$ cat src/rtl/pif_to_posit_pipe.sv
// pif_to_posit_pipe
// Two-stage pipelined encoder from posit intermediate format {sign, te, mant}
// back to an N-bit posit, with valid/ready handshakes on both sides.
//
// Optional feature macro: PIF_TO_POSIT_ROUND_EN
//   defined   -> round to nearest, ties to even (guard/sticky carried in stage 1)
//   undefined -> truncate
//
// Ports:
//   clk        in   clock
//   rst        in   synchronous active-high reset
//   in_valid   in   input word valid
//   in_ready   out  input accepted this cycle (combinational from out_ready)
//   pif        in   {sign, te, mant}, PIF_SIZE bits
//   is_zero    in   input is zero (pif ignored)
//   is_nar     in   input is NaR (priority over is_zero)
//   out_valid  out  posit valid
//   out_ready  in   consumer takes posit this cycle
//   posit      out  encoded N-bit posit
module pif_to_posit_pipe #(
  parameter  int N         = 16,
  parameter  int ES        = 1,
  localparam int TE_SIZE   = ES + $clog2(N) + 1,
  localparam int MANT_SIZE = N - 2,
  localparam int PIF_SIZE  = 1 + TE_SIZE + MANT_SIZE
) (
  input  logic                clk,
  input  logic                rst,
  input  logic                in_valid,
  output logic                in_ready,
  input  logic [PIF_SIZE-1:0] pif,
  input  logic                is_zero,
  input  logic                is_nar,
  output logic                out_valid,
  input  logic                out_ready,
  output logic [N-1:0]        posit
);

  localparam int FRAC_W = N - 3;          // mantissa without hidden bit
  localparam int BASE_W = N - 1 + ES;     // regime seed (2 bits) + e + fraction
  localparam int PAD_W  = N - 2;          // room for bits shifted past the body
  localparam int EXT_W  = BASE_W + PAD_W;

  // ---------------- field split and regime construction ----------------
  logic                        in_sign;
  logic signed [TE_SIZE-1:0]   te;
  logic signed [TE_SIZE-1:0]   k;
  logic [MANT_SIZE-1:0]        mant;
  logic [BASE_W-1:0]           base;
  logic [TE_SIZE-1:0]          shamt;
  logic signed [EXT_W-1:0]     ext;
  logic signed [31:0]          k_ext;
  logic                        sat_hi;
  logic                        sat_lo;
  logic [N-2:0]                body_next;

  assign {in_sign, te, mant} = pif;
  assign k = te >>> ES;

  // Seed is {lead, ~lead, e, frac}. An arithmetic right shift replicates lead,
  // so k >= 0 shifted by k yields k+1 ones then a zero, and k < 0 shifted by
  // -k-1 (= ~k) yields -k zeros then a one.
  generate
    if (ES > 0) begin : g_es
      assign base = {~k[TE_SIZE-1], k[TE_SIZE-1], te[ES-1:0], mant[FRAC_W-1:0]};
    end else begin : g_no_es
      assign base = {~k[TE_SIZE-1], k[TE_SIZE-1], mant[FRAC_W-1:0]};
    end
  endgenerate

  assign shamt  = k[TE_SIZE-1] ? ~k : k;
  assign ext    = $signed({base, {PAD_W{1'b0}}}) >>> shamt;
  assign k_ext  = 32'(k);
  assign sat_hi = (k_ext >= (N - 2));
  assign sat_lo = (k_ext <= -(N - 2));

  // Saturated cases are resolved here; the sat flag then suppresses rounding.
  always_comb begin
    body_next = ext[EXT_W-1 -: N-1];
    if (sat_hi)
      body_next = {(N-1){1'b1}};
    else if (sat_lo)
      body_next = {{(N-2){1'b0}}, 1'b1};
  end

  // ---------------- handshake ----------------
  logic v1_reg;
  logic v2_reg;
  logic s2_load;
  logic s1_load;

  assign s2_load   = ~v2_reg | out_ready;
  assign s1_load   = ~v1_reg | s2_load;
  assign in_ready  = s1_load;
  assign out_valid = v2_reg;

  // ---------------- stage 1 ----------------
  logic         s1_sign_reg;
  logic         s1_nar_reg;
  logic         s1_zero_reg;
  logic         s1_sat_reg;
  logic [N-2:0] s1_body_reg;
`ifdef PIF_TO_POSIT_ROUND_EN
  logic         s1_guard_reg;
  logic         s1_sticky_reg;
`endif

  always_ff @(posedge clk) begin
    if (rst) begin
      v1_reg        <= 1'b0;
      s1_sign_reg   <= 1'b0;
      s1_nar_reg    <= 1'b0;
      s1_zero_reg   <= 1'b0;
      s1_sat_reg    <= 1'b0;
      s1_body_reg   <= '0;
`ifdef PIF_TO_POSIT_ROUND_EN
      s1_guard_reg  <= 1'b0;
      s1_sticky_reg <= 1'b0;
`endif
    end else if (s1_load) begin
      v1_reg <= in_valid;
      if (in_valid) begin
        s1_sign_reg   <= in_sign;
        s1_nar_reg    <= is_nar;
        s1_zero_reg   <= is_zero;
        s1_sat_reg    <= sat_hi | sat_lo;
        s1_body_reg   <= body_next;
`ifdef PIF_TO_POSIT_ROUND_EN
        s1_guard_reg  <= ext[EXT_W-N];
        s1_sticky_reg <= |ext[EXT_W-N-1:0];
`endif
      end
    end
  end

  // ---------------- stage 2 combinational: round, sign, specials ----------------
  logic [N-2:0] body_rnd;
  logic [N-1:0] mag;
  logic [N-1:0] result;

`ifdef PIF_TO_POSIT_ROUND_EN
  logic         round_up;
  logic [N-1:0] body_sum;
  logic         unused_bits;

  assign round_up    = s1_guard_reg & (s1_sticky_reg | s1_body_reg[0]) & ~s1_sat_reg;
  assign body_sum    = {1'b0, s1_body_reg} + N'(round_up);
  // A carry out of an all-ones body clamps at maxpos instead of wrapping.
  assign body_rnd    = body_sum[N-1] ? {(N-1){1'b1}} : body_sum[N-2:0];
  assign unused_bits = mant[MANT_SIZE-1];
`else
  logic unused_bits;

  assign body_rnd    = s1_body_reg;
  assign unused_bits = ^{mant[MANT_SIZE-1], ext[EXT_W-N:0], s1_sat_reg};
`endif

  assign mag = {1'b0, body_rnd};

  always_comb begin
    result = s1_sign_reg ? (~mag + 1'b1) : mag;
    if (s1_nar_reg)
      result = {1'b1, {(N-1){1'b0}}};
    else if (s1_zero_reg)
      result = '0;
  end

  // ---------------- stage 2 register ----------------
  logic [N-1:0] posit_reg;

  always_ff @(posedge clk) begin
    if (rst) begin
      v2_reg    <= 1'b0;
      posit_reg <= '0;
    end else if (s2_load) begin
      v2_reg <= v1_reg;
      if (v1_reg)
        posit_reg <= result;
    end
  end

  assign posit = posit_reg;

endmodule

$ cat config.mk
export PLATFORM = sky130hd
export DESIGN_NAME = pif_to_posit_pipe
export DESIGN_NICKNAME = d
export VERILOG_FILES = /design/src/rtl/pif_to_posit_pipe.sv
export SDC_FILE = /design/constraint.sdc
export NUM_CORES = 1
export LEC_CHECK = 0
export ABC_AREA = 0
export CAP_MARGIN = 5
export CORE_ASPECT_RATIO = 1.1
export CORE_MARGIN = 2
export CORE_UTILIZATION = 58
export DETAILED_ROUTE_END_ITERATION = 7
export GPL_TIMING_DRIVEN = 0
export PLACE_DENSITY = 0.86
export SYNTH_ARGS = -nofsm -noshare
export SYNTH_HDL_FRONTEND = slang
export SYNTH_SLANG_ARGS = --single-unit
$ cat constraint.sdc
create_clock -name clk -period 6.2 [get_ports clk]
set_clock_uncertainty 0.1 [all_clocks]
set_input_delay 1.24 -clock clk [delete_from_list [all_inputs] [get_ports clk]]
set_output_delay 1.24 -clock clk [all_outputs]
set_load 0.03 [all_outputs]
==> results.toml <==
[placement]
port_buffers = 38
gp_congestion = 0.999
dp_hpwl_um = 5710

[yosys]
synthTopCellsByArea = "dfxtp_1 (27%), nor2_1 (5.3%), nand2_1 (4.6%)"
ys_warn_count = 0
synth_cell_types = 62
synth_top_area_cell = "dfxtp_1"
synth-seq-cells = 36
syn_inst = 335
syn_area_um2 = 2710
synth_top_area_share_pct = 26.6
synthArstFlopShare_pct = 0
synth_edf_count = 0
syn_area_per_cell_um2 = 8.08
synth_nets = 366
seq_area_frac_synth_pct = 26.6
synthFlopType = "dfxtp_1"

[setup_path]
path_max_fanout = 3
critical_path_class = "input port to output port"
cp_data_arrival_time_ps = 2520
startpoint_type = "input port"
worstSetupEndpointType = "output port"
crit_required_ps = 4860
r2r_slack_ps = 3960

[global_route]
grt_pass1_vias = 2576
antenna_found_initial = 0
grt_start_max_net_pins = 11
grt_pass1_wl_um = 12000
globalRouteOverflowTotal = 0
grt.total_usage_pct = 28.9

[floorplanning]
die-height_um = 75.7
core_area_um2 = 4550
rows = 26
die_w_um = 69.1
die-area_um2 = 5230
io_pins = 45
start_util_pct = 59.5

[drt]
highest_layer = "met4"
routed_wl_um = 7540
wl_per_cell_um = 17.3
drtAntennaViolNets = 0
vias = 2862
drt_pass1_iterations = 5
drt-met1-wl_um = 2840
drc = 0
drt_iter0_drc = 176
dr_wl_met2_um = 3900
viasPerCell = 6.56
wl_met3_um = 455

[clocking]
cts_tree = "built"
cts_resized = 0
cts_made_buffers = 5
cts_sinks = 36
post-cts-setup-buffers = 0
clock_path_buffers = 2
clockRootBuffer = "clkbuf_8"
cts-hold-fix-buffers = 0
cts_max_level = 2
cts.clk_slew.worst_paths_ps = 70
clk_latency_ps = 300

[cells_and_area]
drive_gt1_share_pct = 10.0
area_delta_synth_final_pct = 20.2
largest_reg_flops = 16
post-route-util_pct = 71.5
diodes = 0
fin_nets = 411

[timing]
hold_viol_final = 0
drv_slew = 0
fin_crit_sh_pct = 62.3
setup_viol = 0
setup-tns-final_ps = 0
tightest_slew_ps = 867
fmax_ghz = 0.259
period_needed_ps = 3860
slew_headroom_pct = 41.7
grt_setup_unrepaired = "no"

[pwr]
powerDensity_nw_per_um2 = 200
p_leak_nw = 1.24
irDropWorstVdd_mv = 0.0920

[flow_run]
cap_violations = 0

[hold_path]
hold_path.class = "flip-flop to flip-flop"

[outcome]
outcome = "finished clean"
==> final timing paths <==
path,startpoint,end,cells past startpoint
hold / removal,posit[11],posit[11],2
setup / recovery,out_ready,in_ready,3
setup reg to reg,out_valid,posit[8],5
hold reg to reg,posit[11],posit[11],2
==> cell usage after synthesis (2+ instances only) <==
cell and instances:
nor2_1 38, dfxtp_1 36, nand2_1 33, o21ai_0 22, a21oi_1 16, clkbuf_1 12, o22ai_1 12, a22oi_1 11
mux2i_1 11, nor3_1 11, inv_1 10, a211oi_1 8, nand2b_1 7, xor2_1 7, nor2b_1 6, xnor2_1 6
buf_2 5, buf_4 5, mux4_2 5, ha_1 4, nand3_1 4, a221o_1 3, a31oi_1 3, buf_6 3
mux4_1 3, o211ai_1 3, o21ai_1 3, o311ai_0 3, o31ai_1 3, a211o_1 2, a311oi_1 2, and2_1 2
nand3b_1 2, nand4b_1 2, o41ai_1 2, or2_2 2, or3_1 2, xnor2_2 2
==> metal layers <==
metal  vias to the layer above  global-route usage (%)
li1                       1339                       -
met3                        36                    4.10
met5                         -                       0
met1                      1354                    30.1
met2                       133                    55.3
met4                         0                    19.6
==> logic make-up (layout without fill, tap and decap cells) <==
group	after synthesis	in the layout	share of synthesized area, %
buffers and inverters	37	82	6.89
XOR/XNOR	15	15	5.41
AND/OR/NAND/NOR	116	116	20.5
flip-flops	36	36	26.6
multiplexers	20	20	11.6
adder cells (fa/ha/maj)	4	4	1.85
AO/OA/AOI/OAI	107	107	27.2
==> cell usage in the layout (no fill, tap or decap), drive strengths merged, types with 2 or more instances in the layout <==
| cell | count |
|---|---|
| a31oi | 3 |
| a21oi | 16 |
| or3 | 2 |
| nand4b | 2 |
| mux4 | 8 |
| a221oi | 2 |
| o31ai | 3 |
| or4 | 2 |
| nand2 | 33 |
| clkdlybuf4s50 | 38 |
| buf | 13 |
| o211ai | 3 |
| nor4 | 2 |
| and2 | 2 |
| clkbuf | 19 |
| nand3 | 4 |
| a22oi | 11 |
| inv | 11 |
| a311oi | 2 |
| mux2i | 11 |
| a211oi | 9 |
| nor3 | 11 |
| dfxtp | 36 |
| a221o | 3 |
| ha | 4 |
| o311ai | 3 |
| o21ai | 25 |
| o22ai | 12 |
| xor2 | 7 |
| or2 | 2 |
| nor2b | 6 |
| o41ai | 3 |
| a211o | 2 |
| nand2b | 7 |
| xnor2 | 8 |
| nor2 | 38 |
| nand3b | 2 |
==> power by group <==
group / internal [mW] / switching, mW / leakage, nW / total (mW)
registers: 0.247 / 0.0143 / 0.295 / 0.261
clock network: 0.0989 / 0.0831 / 0.0503 / 0.182
logic: 0.0903 / 0.116 / 0.893 / 0.207
total: 0.436 / 0.214 / 1.24 / 0.650
==> cell type report <==
type / count / area [µm²]
Fill cell: 373 / 1300
Buffer: 25 / 141
Inverter: 12 / 45.0
Sequential cell: 36 / 721
Multi-Input combinational cell: 262 / 1800
Clock buffer: 7 / 96.3
Timing Repair Buffer: 38 / 380
Tap cell: 56 / 70.1
==> metrics by stage <==
step                worst slack (ps)  std cells  power (mW)  area [µm²]  hold slack (ps)
floorplan                       3190        335       0.405        2710              353
global placement                2200        429       0.465        3160              335
detailed placement              2160        429       0.468        3160              339
CTS                             2330        436       0.643        3250              348
global route                    2180        436       0.674        3250              364
finish                          2340        436       0.650        3250              343
==> worst max-delay path: stages <==
cell and delay [ps]:
clkdlybuf4s50_1 460, nand3b_1 140, clkdlybuf4s50_1 680
Note: power is estimated with default switching activity, not from simulation.
